## config.mk

```make
export PLATFORM = sky130hd
export DESIGN_NAME = rns_compare_pipe
export DESIGN_NICKNAME = d
export VERILOG_FILES = /design/src/rtl/rns_pkg.sv /design/src/rtl/rns_partial_convert.sv /design/src/rtl/rns_compare_pipe.sv
export SDC_FILE = /design/constraint.sdc
export NUM_CORES = 1
export LEC_CHECK = 0
export CORE_UTILIZATION = 30
export CTS_BUF_LIST = sky130_fd_sc_hd__clkbuf_4 sky130_fd_sc_hd__clkbuf_8
export DETAILED_ROUTE_END_ITERATION = 6
export PLACE_DENSITY = 0.46
export SYNTH_ARGS = -nofsm -noshare
export SYNTH_HDL_FRONTEND = slang
export SYNTH_SLANG_ARGS = --single-unit
export TNS_END_PERCENT = 30
```

## constraint.sdc

```tcl
create_clock -name clk_in -period 5.21 [get_ports clk_in]
set_clock_uncertainty 0.1 [all_clocks]
set_input_delay 1.042 -clock clk_in [delete_from_list [all_inputs] [get_ports clk_in]]
set_output_delay 1.042 -clock clk_in [all_outputs]
set_load 0.05 [all_outputs]
```

## src/rtl/rns_pkg.sv

```systemverilog
`default_nettype none
// ============================================================================
//  Module      : rns_pkg
//  Description : Shared helpers for the RNS comparator: conversion widths,
//                dynamic range M for the {2^N-1, 2^N, 2^N+1} moduli set,
//                and the one-hot compare-result encoding.
//  Revision    : 1.0 - initial release
// ============================================================================
package rns_pkg;

    // Width of the partial-conversion vectors (value modulo 2^(2N)-1)
    function automatic int rns_conv_w(input int n);
        return 2 * n;
    endfunction

    // Width of a fully reconstructed integer in [0, M)
    function automatic int rns_val_w(input int n);
        return 3 * n;
    endfunction

    // Dynamic range M = (2^N-1) * 2^N * (2^N+1); fits 64 bits for N <= 16
    function automatic logic [63:0] rns_m(input int n);
        logic [63:0] p;
        p = 64'd1 << n;
        return (p - 64'd1) * p * (p + 64'd1);
    endfunction

    // Signed threshold ceil(M/2); M is always even here
    function automatic logic [63:0] rns_half(input int n);
        return rns_m(n) >> 1;
    endfunction

    // Result encoding {lt, eq, gt}
    localparam logic [2:0] c_res_none = 3'b000;
    localparam logic [2:0] c_res_lt   = 3'b100;
    localparam logic [2:0] c_res_eq   = 3'b010;
    localparam logic [2:0] c_res_gt   = 3'b001;

endpackage
`default_nettype wire

```

## src/rtl/rns_partial_convert.sv

```systemverilog
`default_nettype none
// ============================================================================
//  Module      : rns_partial_convert
//  Description : Combinational first step of residue-to-binary conversion.
//                Forms the upper part Y of X = x2 + 2^N * Y as a sum/carry
//                pair modulo 2^(2N)-1, using
//                Y = (2^(2N-1)+2^(N-1))*x1 - 2^N*x2
//                  + (2^(2N-1)+2^(N-1)-1)*x3   (mod 2^(2N)-1).
//                Multiplies by powers of two are rotations, negation is
//                bit inversion, and the carry-save tree wraps its carries.
//  Revision    : 1.0 - initial release
// ============================================================================
module rns_partial_convert
    import rns_pkg::*;
#(
    parameter int N = 3
)(
    input  logic [N-1:0]               i_x1,
    input  logic [N-1:0]               i_x2,
    input  logic [N:0]                 i_x3,
    output logic [rns_conv_w(N)-1:0]   o_sum,
    output logic [rns_conv_w(N)-1:0]   o_carry
);

    localparam int c_w = rns_conv_w(N);

    // Multiply by 2^k modulo 2^c_w - 1
    function automatic logic [c_w-1:0] rotl(input logic [c_w-1:0] v, input int k);
        return (v << k) | (v >> (c_w - k));
    endfunction

    // 3:2 compressor whose carry out of the MSB re-enters at the LSB
    function automatic logic [2*c_w-1:0] csa(input logic [c_w-1:0] x,
                                             input logic [c_w-1:0] y,
                                             input logic [c_w-1:0] z);
        logic [c_w-1:0] s;
        logic [c_w-1:0] m;
        s = x ^ y ^ z;
        m = (x & y) | (x & z) | (y & z);
        return {s, m[c_w-2:0], m[c_w-1]};
    endfunction

    logic [c_w-1:0] w_x1e, w_x2e, w_x3e;
    logic [c_w-1:0] w_t1, w_t2, w_t3, w_t4, w_t5, w_t6;
    logic [c_w-1:0] w_s1, w_c1, w_s2, w_c2, w_s3, w_c3;

    assign w_x1e = {{N{1'b0}}, i_x1};
    assign w_x2e = {{N{1'b0}}, i_x2};
    assign w_x3e = {{(N-1){1'b0}}, i_x3};

    // Weighted terms of the conversion
    assign w_t1 = rotl(w_x1e, c_w - 1);
    assign w_t2 = rotl(w_x1e, N - 1);
    assign w_t3 = rotl(w_x3e, c_w - 1);
    assign w_t4 = rotl(w_x3e, N - 1);
    assign w_t5 = ~w_x3e;
    assign w_t6 = ~rotl(w_x2e, N);

    // Six terms reduced to two
    assign {w_s1, w_c1}      = csa(w_t1, w_t2, w_t3);
    assign {w_s2, w_c2}      = csa(w_t4, w_t5, w_t6);
    assign {w_s3, w_c3}      = csa(w_s1, w_c1, w_s2);
    assign {o_sum, o_carry}  = csa(w_s3, w_c3, w_c2);

endmodule
`default_nettype wire

```

## src/rtl/rns_compare_pipe.sv

```systemverilog
`default_nettype none
// ============================================================================
//  Module      : rns_compare_pipe
//  Description : Three-stage pipelined magnitude comparator for operands in
//                residue form over {2^N-1, 2^N, 2^N+1}, unsigned or signed,
//                with valid/ready flow control and illegal-residue detect.
//                S1: capture + partial conversion, S2: final conversion and
//                subtract/sign recognition, S3: registered decision.
//  Revision    : 1.0 - initial release
// ============================================================================
module rns_compare_pipe
    import rns_pkg::*;
#(
    parameter int N         = 3,
    parameter int SIGNED_EN = 1
)(
    input  logic         clk_in,
    input  logic         rst_in,
    input  logic         valid_in,
    output logic         ready_out,
    input  logic [N-1:0] a1_in,
    input  logic [N-1:0] b1_in,
    input  logic [N-1:0] a2_in,
    input  logic [N-1:0] b2_in,
    input  logic [N:0]   a3_in,
    input  logic [N:0]   b3_in,
    input  logic         mode_in,
    output logic         valid_out,
    input  logic         ready_in,
    output logic         res_le_out,
    output logic         res_eq_out,
    output logic         res_gr_out,
    output logic         err_out
);

    localparam int          c_w      = rns_conv_w(N);
    localparam int          c_vw     = rns_val_w(N);
    localparam logic [63:0] c_half   = rns_half(N);
    localparam logic [N:0]  c_m3_max = {1'b1, {N{1'b0}}};

    // End-around-carry add modulo 2^c_w - 1, all-ones folded to zero
    function automatic logic [c_w-1:0] eac_sum(input logic [c_w-1:0] s,
                                               input logic [c_w-1:0] c);
        logic [c_w:0]   t;
        logic [c_w-1:0] y;
        t = {1'b0, s} + {1'b0, c};
        y = t[c_w-1:0] + {{(c_w-1){1'b0}}, t[c_w]};
        return (&y) ? '0 : y;
    endfunction

    // ------------------------------------------------------------------
    // Flow control: every stage moves on the same enable
    // ------------------------------------------------------------------
    logic w_adv;
    logic r_v1, r_v2, r_v3;

    assign w_adv     = ~r_v3 | ready_in;
    assign ready_out = w_adv;

    // ------------------------------------------------------------------
    // Input side: normalisation, legality, equality short path, mode
    // ------------------------------------------------------------------
    logic [N-1:0]   w_a1n, w_b1n;
    logic           w_err_in, w_eq_in, w_mode;
    logic [c_w-1:0] w_sa, w_ca, w_sb, w_cb;

    assign w_a1n    = (&a1_in) ? '0 : a1_in;
    assign w_b1n    = (&b1_in) ? '0 : b1_in;
    assign w_err_in = (a3_in > c_m3_max) | (b3_in > c_m3_max);
    assign w_eq_in  = (w_a1n == w_b1n) && (a2_in == b2_in) && (a3_in == b3_in);

    generate
        if (SIGNED_EN != 0) begin : g_signed_mode
            assign w_mode = mode_in;
        end else begin : g_unsigned_mode
            assign w_mode = 1'b0;
        end
    endgenerate

    rns_partial_convert #(.N(N)) u_conv_a (
        .i_x1    (w_a1n),
        .i_x2    (a2_in),
        .i_x3    (a3_in),
        .o_sum   (w_sa),
        .o_carry (w_ca)
    );

    rns_partial_convert #(.N(N)) u_conv_b (
        .i_x1    (w_b1n),
        .i_x2    (b2_in),
        .i_x3    (b3_in),
        .o_sum   (w_sb),
        .o_carry (w_cb)
    );

    // ------------------------------------------------------------------
    // S1 registers
    // ------------------------------------------------------------------
    logic [c_w-1:0] r_sa1, r_ca1, r_sb1, r_cb1;
    logic [N-1:0]   r_a2_1, r_b2_1;
    logic           r_eq1, r_err1, r_mode1;

    // S1 valid bit
    always_ff @(posedge clk_in or posedge rst_in) begin
        if (rst_in) begin
            r_v1 <= 1'b0;
        end else if (w_adv) begin
            r_v1 <= valid_in;
        end
    end

    // S1 data: partial conversion vectors and side information
    always_ff @(posedge clk_in) begin
        if (w_adv) begin
            r_sa1   <= w_sa;
            r_ca1   <= w_ca;
            r_sb1   <= w_sb;
            r_cb1   <= w_cb;
            r_a2_1  <= a2_in;
            r_b2_1  <= b2_in;
            r_eq1   <= w_eq_in;
            r_err1  <= w_err_in;
            r_mode1 <= w_mode;
        end
    end

    // ------------------------------------------------------------------
    // S2 logic: resolve Y, rebuild X = {Y, x2}, subtract and sign detect
    // ------------------------------------------------------------------
    logic [c_w-1:0]  w_ya, w_yb;
    logic [c_vw-1:0] w_xa, w_xb;
    logic            w_ge, w_nega, w_negb;

    assign w_ya   = eac_sum(r_sa1, r_ca1);
    assign w_yb   = eac_sum(r_sb1, r_cb1);
    assign w_xa   = {w_ya, r_a2_1};
    assign w_xb   = {w_yb, r_b2_1};
    // Carry out of A - B: set when A >= B
    assign w_ge   = (w_xa >= w_xb);
    assign w_nega = ({{(64-c_vw){1'b0}}, w_xa} >= c_half);
    assign w_negb = ({{(64-c_vw){1'b0}}, w_xb} >= c_half);

    logic r_eq2, r_err2, r_mode2, r_ge2, r_nega2, r_negb2;

    // S2 valid bit
    always_ff @(posedge clk_in or posedge rst_in) begin
        if (rst_in) begin
            r_v2 <= 1'b0;
        end else if (w_adv) begin
            r_v2 <= r_v1;
        end
    end

    // S2 data: compare flags
    always_ff @(posedge clk_in) begin
        if (w_adv) begin
            r_eq2   <= r_eq1;
            r_err2  <= r_err1;
            r_mode2 <= r_mode1;
            r_ge2   <= w_ge;
            r_nega2 <= w_nega;
            r_negb2 <= w_negb;
        end
    end

    // ------------------------------------------------------------------
    // S3: final decision, forced to zero for bubbles and illegal input
    // ------------------------------------------------------------------
    logic [2:0] w_res;
    logic [2:0] r_res;
    logic       r_err3;

    // Decide lt/eq/gt; signs that differ settle a signed compare directly
    always_comb begin
        w_res = c_res_none;
        if (r_v2 && !r_err2) begin
            if (r_eq2) begin
                w_res = c_res_eq;
            end else if (r_mode2 && (r_nega2 != r_negb2)) begin
                w_res = r_nega2 ? c_res_lt : c_res_gt;
            end else begin
                w_res = r_ge2 ? c_res_gt : c_res_lt;
            end
        end
    end

    // S3 output registers
    always_ff @(posedge clk_in or posedge rst_in) begin
        if (rst_in) begin
            r_v3   <= 1'b0;
            r_res  <= c_res_none;
            r_err3 <= 1'b0;
        end else if (w_adv) begin
            r_v3   <= r_v2;
            r_res  <= w_res;
            r_err3 <= r_v2 & r_err2;
        end
    end

    assign valid_out  = r_v3;
    assign res_le_out = r_res[2];
    assign res_eq_out = r_res[1];
    assign res_gr_out = r_res[0];
    assign err_out    = r_err3;

endmodule
`default_nettype wire

```

* Word-level counts from Yosys, hierarchy flattened
Cells that the tools add are included.
** Storage, ports and cells
- Register bits :: 46
- Input bits :: 25
- Output and inout port bits :: 6
- Logic and storage cells :: 119
** Cells by class
- Add/sub/neg operators :: 4
- Order comparisons :: 5
- Eq/ne operators :: 4
- Muxes and demuxes :: 9
- Bitwise operators :: 68
- Reductions and logical operators :: 9
** Operator list (count)
- $and A6 B6 Y6 :: 20
- $or A6 B6 Y6 :: 16
- $xor A6 B6 Y6 :: 14
- $mux W3 :: 7
- $ge A9 B8 Y1 const B :: 2
- $add A6 B6 Y7 :: 2
- $add A6 B1 Y6 :: 2
- $and A5 B6 Y6 :: 2
- $and A6 B5 Y6 :: 2
- $mux W6 :: 2
- $not A4 Y6 :: 2
- $not A6 Y6 :: 2
- $or A6 B2 Y6 :: 2
- $or A6 B3 Y6 :: 2
- $reduce_and A6 Y1 :: 2
- $xor A6 B5 Y6 :: 2
- $ge A9 B9 Y1 :: 1
- $gt A4 B4 Y1 const B :: 2
- $eq A3 B3 Y1 :: 2
- $reduce_and A3 Y1 :: 2
- $eq A4 B4 Y1 :: 1
- $logic_and A1 B1 Y1 :: 4
- $or A1 B1 Y1 :: 2
- $and A1 B1 Y1 :: 1
- 3 further kinds :: 3

* Depth between registers and ports, before layout
Gate-level depths: netlist of run 1.
- Word-level depth :: 12
- Mapped depth :: 20

* Modules after synthesis
A second synthesis of run 1 with hierarchy kept.
** Second synthesis, totals
- Cells, all modules :: 317
- Area total of the unflattened synthesis :: 3563.4 µm²
** By module, submodules not included
- rns_compare_pipe :: times used 1, cells an instance 237, area each 2737.6 µm², seq. area each 1346.3 µm²
- rns_partial_convert :: times used 2, cells an instance 40, area each 412.9 µm², seq. area each 0.0 µm²

* Worst setup path after synthesis of run 1
OpenSTA, ideal clock, no wires.
- Path type :: reg2reg
- From :: register r_sb1[0]
- To :: register r_ge2, data pin
- Library setup time :: 262 ps
- Data arrival time :: 3341 ps
- Data required time :: 4848 ps
- Slack :: 1507 ps
- Cell stages (with the launch flop) :: 20
- Path buffers :: 0
- Clock period less this slack :: 3703 ps
- Cells stage by stage :: edfxtp_1 -> ha_1 -> inv_1 -> fa_1 -> nand2b_1 -> o2bb2ai_1 -> nor2b_1 -> o21ai_0 -> nand2b_1 -> ha_1 -> ha_1 -> nand3b_1 -> o2111ai_1 -> o2111a_1 -> a32oi_1 -> o221ai_1 -> ha_1 -> or3_1 -> a21oi_1 -> o21ai_0
** On the way
- Word-level cells in the longest chain between the ends :: 5
** RTL lines
- start: declaration :: line rns_compare_pipe.sv:99 : logic [c_w-1:0] r_sa1, r_ca1, r_sb1, r_cb1;
- start signal: assignment :: line rns_compare_pipe.sv:117 : r_sb1 <= w_sb;
- $add A6 B6 Y7 (*) :: line rns_compare_pipe.sv:46 : t = {1'b0, s} + {1'b0, c};
- $add A6 B1 Y6 (*) :: line rns_compare_pipe.sv:47 : y = t[c_w-1:0] + {{(c_w-1){1'b0}}, t[c_w]};
- $reduce_and A6 Y1 :: line rns_compare_pipe.sv:48 : return (&y) ? '0 : y;
- $mux W6 (*) :: line rns_compare_pipe.sv:48
- $ge A9 B9 Y1 (*) :: line rns_compare_pipe.sv:139 : assign w_ge = (w_xa >= w_xb);
- named net w_ge :: line rns_compare_pipe.sv:132 : logic w_ge, w_nega, w_negb;
- end signal: assignment :: line rns_compare_pipe.sv:160 : r_ge2 <= w_ge;
- end: declaration :: line rns_compare_pipe.sv:143 : logic r_eq2, r_err2, r_mode2, r_ge2, r_nega2, r_negb2;
Mark *: on every way through the listed nets, which the timed path passes. The rest lies on a longest branch.
A chain may end at the register's enable or synchronous reset.

* Worst setup path in the final report of run 1
Ends and elaborated chain as after synthesis.

==> metrics.cfg, run 1 <==
[cts]
cts.repair.resized=0
htree_levels=2
clockBufferDepth=2
cts_setup_buffers=0
ctsRootBufferMaster=clkbuf_8
insertion_delay_ns=0.30
cts_tree=built
clk_pin_slew_ns=0.09
cts_buffers=5
holdBufCountCts=0
cts_sinks=46

[grt]
antenna_found_initial=0
grt_use_total=0.109
grt_max_degree=44
use_met1=0.143
use_met2=0.180
top_usage_layer=met2
grt_pass1_wl_mm=10.8
grt.met3_usage=0.0203
overflow=0
grt_pass1_vias=2268

[yosys]
synthesis.nets=410
synthCells=318
synth_common_cells=ha_1, inv_1, edfxtp_1, nand2_1, fa_1
seq_area_frac_synth=0.381
yosys.area.top_type=edfxtp_1
synth_cell_types=47
ys.flop_type=edfxtp_1
synthArstFlopShare=0.152
synthTopCellsByArea=edfxtp_1, ha_1, fa_1
ys_ff_latch=46
syn_avg_cell_area_um2=11.1
synth_area_um2=3530
synth_edf_count=39
synth_top_area_frac=0.331
yosys_warnings=0

[flow_run]
maxCapViolCount=0

[setup_path]
max_stage_delay_ns=0.43
cpMostUsedCell=ha_1
cp-end-kind=register
reg2reg_depth=19
crit_required_ns=5.16
rrSetupSlack_ns=1.15
r2r-start=r_sb1[0]$_DFFE_PP_
crit_type=reg -> reg
start_kind=register
cp_slowest_cell=fa_1
crit_arrival_ns=4.01
cp-startpoint=r_sb1[0]$_DFFE_PP_
worstPathMaxFanout=6
crit_path_cell_trace=ha_1 > inv_1 > fa_1 > nand2b_1 > o2bb2ai_1 > nor2b_1 > o21ai_0 > nand2b_1 > ha_1 > ha_1 > nand3b_1 > o2111ai_1 > o2111a_1 > a32oi_1 > o221ai_1 > ha_1 > or3_1 > a21oi_1 > o21ai_0
setup.worst_path.end=r_ge2$_DFFE_PP_
reg2reg_to=r_ge2$_DFFE_PP_

[placed_design]
pre_cts_ws_ns=1.13
placed_area_um2=4030
port_buffers=30
routabilityCongestion=0.808
dpl.hpwl_mm=5.12
dp_cells=492

[sta]
rsz0062_at_grt=no
worst_pin_slew_ns=0.536
setup_violations=0
finalMaxSlewViolations=0
fin_crit_ns=4.06
final.setup.worst_slack_ns=1.15
tns_ns=0
whs_ns=0.331
slew_headroom=0.643
period_share=0.779
hold_viol_final=0
max_freq_ghz=0.246

[route]
ant_nets=0
drt-initial-drc-count=56
drc=0
drtPass1Iterations=4
vias_per_cell=4.57
num_vias=2280
routed_wirelength_mm=6.17
drt-wirelength-per-cell_um=12.4

[power]
leakage_uw=0.00174
ir_worst_vdd_uv=185
p_per_area_nw_per_um2=521

[cells_and_area]
fin_nets=448
drive_above_1_share=0.0365
fin_area_um2=4110
syn2layout_area_growth_pct=16.2
antenna_cells=0
nFillCells=1133
stdcell_count=499

[floorplan]
dieHeight_um=111
start_util=0.308
core_um2=11500
ioPinCount=31
num_rows=39
die_x_um=111
fp.dieArea_um2=12200

[min_path]
hp-class=reg -> reg

[status]
status=finished, final reports clean

-- worst max-delay path, delay by kind of cell (launching register included) --
family                     cells  cell delay, ns
adders and majority gates      5            1.28
AOI/OAI and AO/OA              8            1.13
and+or+nand+nor                5            0.88
DFF                            1            0.34
buffers and inverters          1            0.07
-- final cells by class --
type                       instances  area (µm²)  share of cell area
inverter                          47         176              0.0429
clock buffer                       5        68.8              0.0167
tap                              143         179              0.0435
timing repair buffer              32         315              0.0767
multi-input combinational        224        2010               0.489
sequential                        46        1350               0.328
clock inverter                     2        15.0             0.00365
-- registers in the layout, indices dropped and copies added, names as in the netlist, 3 cells and up --
signal and flops:
r_sb1 6, r_b2_1 3, r_a2_1 3, r_cb1 6, r_sa1 6, r_res 3
r_ca1 6
-- cells in the final DEF (no fill, tap or decap), drive strengths merged, types with 3 or more instances in the layout --
| cell | count |
|---|---|
| a211oi | 6 |
| a21boi | 6 |
| a21o | 3 |
| a21oi | 9 |
| and2 | 3 |
| clkbuf | 5 |
| clkdlybuf4s50 | 30 |
| dfrtp | 7 |
| edfxtp | 39 |
| fa | 20 |
| ha | 47 |
| inv | 47 |
| nand2 | 23 |
| nand2b | 7 |
| nand3 | 5 |
| nor2 | 13 |
| nor3 | 6 |
| o21a | 3 |
| o21ai | 11 |
| o21bai | 3 |
| xnor2 | 19 |
| xor2 | 9 |
-- metal layers --
metal  part of all wire  wire length (µm)
met1               0.49              3010
met4              0.015                90
met3              0.033               205
met2               0.46              2870
met5                  0                 0
-- metrics by stage --
step	total power, µW	util
6_report	2140	0.358
3_5_place_dp	1960	0.351
2_1_floorplan	1650	-
3_3_place_gp	1950	0.351
4_1_cts	2190	0.358
5_1_grt	2400	0.358
-- worst min path at each step --
stage | startpoint | endpoint | slack (ns) | cells after the start
floorplan | r_eq1$_DFFE_PP_ | r_eq2$_DFFE_PP_ | 0.30 | 0
global placement | r_mode1$_DFFE_PP_ | r_mode2$_DFFE_PP_ | 0.31 | 0
detailed placement | r_mode1$_DFFE_PP_ | r_mode2$_DFFE_PP_ | 0.32 | 0
CTS | r_mode1$_DFFE_PP_ | r_mode2$_DFFE_PP_ | 0.33 | 0
global route | r_mode1$_DFFE_PP_ | r_mode2$_DFFE_PP_ | 0.35 | 0
finish | r_mode1$_DFFE_PP_ | r_mode2$_DFFE_PP_ | 0.33 | 0
-- power breakdown --
group	switching (µW)	internal, µW	total, µW
registers	43.1	560	604
logic	744	580	1320
clock network	122	91.7	214
-- kinds of logic (layout without fill, tap and decap cells) --
group / Yosys count / count (layout) / synth area share
buffers and inverters: 48 / 86 / 0.0510
adders and majority gates: 67 / 67 / 0.280
AOI/OAI and AO/OA: 54 / 54 / 0.108
and+or+nand+nor: 75 / 75 / 0.109
xor gates and xnor gates: 28 / 28 / 0.0715
DFF: 46 / 46 / 0.381
No activity file was read; power rests on OpenSTA's default activity.
==> run 2: changes to the inputs <==
Clock period 5.21 ns to 4.2 ns, I/O delays scaled along.
==> run 2 against run 1 <==
Worst setup slack worse by 0.85 ns. Clock power is 23% higher. Sequential power up 24%. Sequential cell count unchanged. Non-clock buffer count up 1. Design area increased by 0.30%. Sequential share of layout area decreased by 0.099 points. Largest cell class unchanged.
==> metrics.cfg, run 2 (synthesized netlist as in run 1, its figures left out) <==
[status]
status=finished, final reports clean

[route]
num_vias=2276
drtPass1Iterations=4
vias_per_cell=4.55
routed_wirelength_mm=6.37
ant_nets=0
drt-wirelength-per-cell_um=12.7
drc=0
drt-initial-drc-count=57

[setup_path]
cpMostUsedCell=ha_1
cp-end-kind=register
cp.buffers_inverters=1
max_stage_delay_ns=0.37
path_delay_family=adder cells
worst-path-stages=19
crit_required_ns=4.15
crit_path_cell_trace=ha_1 > inv_1 > fa_2 > nand2b_1 > o2bb2ai_1 > nor2b_1 > o21ai_0 > nand2b_1 > ha_1 > ha_2 > nand3b_1 > o2111ai_1 > o2111a_1 > a32oi_1 > o221ai_1 > ha_1 > or3_1 > a21oi_1 > o21ai_0
crit_arrival_ns=3.85
rrSetupSlack_ns=0.30
crit_type=reg -> reg
cp-startpoint=r_sb1[0]$_DFFE_PP_
start_kind=register
reg2reg_depth=19
r2r-start=r_sb1[0]$_DFFE_PP_
reg2reg_to=r_ge2$_DFFE_PP_
worstPathMaxFanout=6
cp_slowest_cell=fa_2

[power]
ir_worst_vdd_uv=279
total_power_uw=2680
switching_share=0.426
leakage_uw=0.00174
comb_power_share=0.621
p_sw_uw=1140
internal_power_uw=1540
p_per_area_nw_per_um2=650
p_clk_frac=0.099
p_seq_frac=0.280

[min_path]
hp-start=r_err1$_DFFE_PP_
min_to=r_err2$_DFFE_PP_
hp-class=reg -> reg
hold_depth=0

[cts]
cts_sinks=46
cts_buffers=5
cts_tree=built
clk_pin_slew_ns=0.08
ctsRootBufferMaster=clkbuf_8
cts_setup_buffers=0
htree_levels=2
clockBufferDepth=2
insertion_delay_ns=0.30

[cells_and_area]
fin_nets=449
antenna_cells=0
final_common_cell=inv_1
drive_above_1_share=0.0448
stdcell_count=500
nFillCells=1151
final_cell_mix=inv_1, ha_1, edfxtp_1
syn2layout_area_growth_pct=16.6
ff_latch_area_um2=1350
multi_input_area_um2=2010

[sta]
max_freq_ghz=0.257
slew_headroom=0.606
worst_pin_slew_ns=0.586
rsz0062_at_grt=no
finalMaxSlewViolations=0
setup_violations=0
fin_crit_ns=3.90
hold_viol_final=0
tns_ns=0
period_share=0.928

[placed_design]
dp_cells=493
dpl.hpwl_mm=5.21
port_buffers=30
routabilityCongestion=0.757

[floorplan]
die_x_um=111
dieHeight_um=111
ioPinCount=31
fp.dieArea_um2=12200
num_rows=39
start_util=0.308
core_um2=11500

[grt]
top_usage_layer=met2
antenna_found_initial=0
use_met2=0.184
grt_pass1_wl_mm=11.0
use_met1=0.145
grt_pass1_vias=2348
grt_max_degree=44
grt.met3_usage=0.0225
grt_use_total=0.112
overflow=0

[flow_run]
maxCapViolCount=0

-- run 2: area by class of cell --
class	instances	area share
Clock inverter	2	0.00364
Timing Repair Buffer	33	0.0783
Multi-Input combinational cell	224	0.488
Sequential cell	46	0.327
Clock buffer	5	0.0167
Inverter	47	0.0428
Tap cell	143	0.0434
-- run 2: through the flow --
stage	instance area, µm²	utilization	setup slack (ns)	hold WS, ns
finish	4120	0.359	0.304	0.327
global route	4120	0.359	0.0508	0.336
CTS	4120	0.359	0.173	0.326
detailed placement	4030	0.352	0.180	0.305
global placement	4030	0.352	0.298	0.311
floorplan	3530	-	0.497	0.300
-- run 2: how the worst max path moves through the flow --
stage / to / slack (ns)
6_report: r_ge2$_DFFE_PP_ / 0.30
5_1_grt: r_ge2$_DFFE_PP_ / 0.05
4_1_cts: r_ge2$_DFFE_PP_ / 0.17
2_1_floorplan: r_ge2$_DFFE_PP_ / 0.50
3_5_place_dp: r_ge2$_DFFE_PP_ / 0.18
3_3_place_gp: r_ge2$_DFFE_PP_ / 0.30
-- run 2: worst register-to-register path: stages, from the launching register on --
cell       delay [ns]
edfxtp_1         0.35
ha_1             0.22
inv_1            0.08
fa_2             0.37
nand2b_1         0.15
o2bb2ai_1        0.15
nor2b_1          0.11
o21ai_0          0.07
nand2b_1         0.08
ha_1             0.17
ha_2             0.23
nand3b_1         0.12
o2111ai_1        0.10
o2111a_1         0.22
a32oi_1          0.21
o221ai_1         0.14
ha_1             0.22
or3_1            0.34
a21oi_1          0.13
o21ai_0          0.09
-- run 2: power groups by stage --
stage	Sequential [µW]	Clock, µW	Combinational (µW)
detailed placement	762	0	1680
CTS	753	282	1690
floorplan	791	0	1250
finish	749	264	1660
global placement	759	0	1670
global route	767	296	1920
-- run 2: metal layers --
metal,vias up,part of all wire
met5,-,0
met4,0,0.016
met3,7,0.030
met2,35,0.45
met1,1049,0.50
li1,1185,-
-- run 2: repair_timing --
action | 4_1_cts | 5_1_grt
resized for setup | 0 | 2
setup endpoints to repair | 0 | 1
hold buffers | 0 | 0
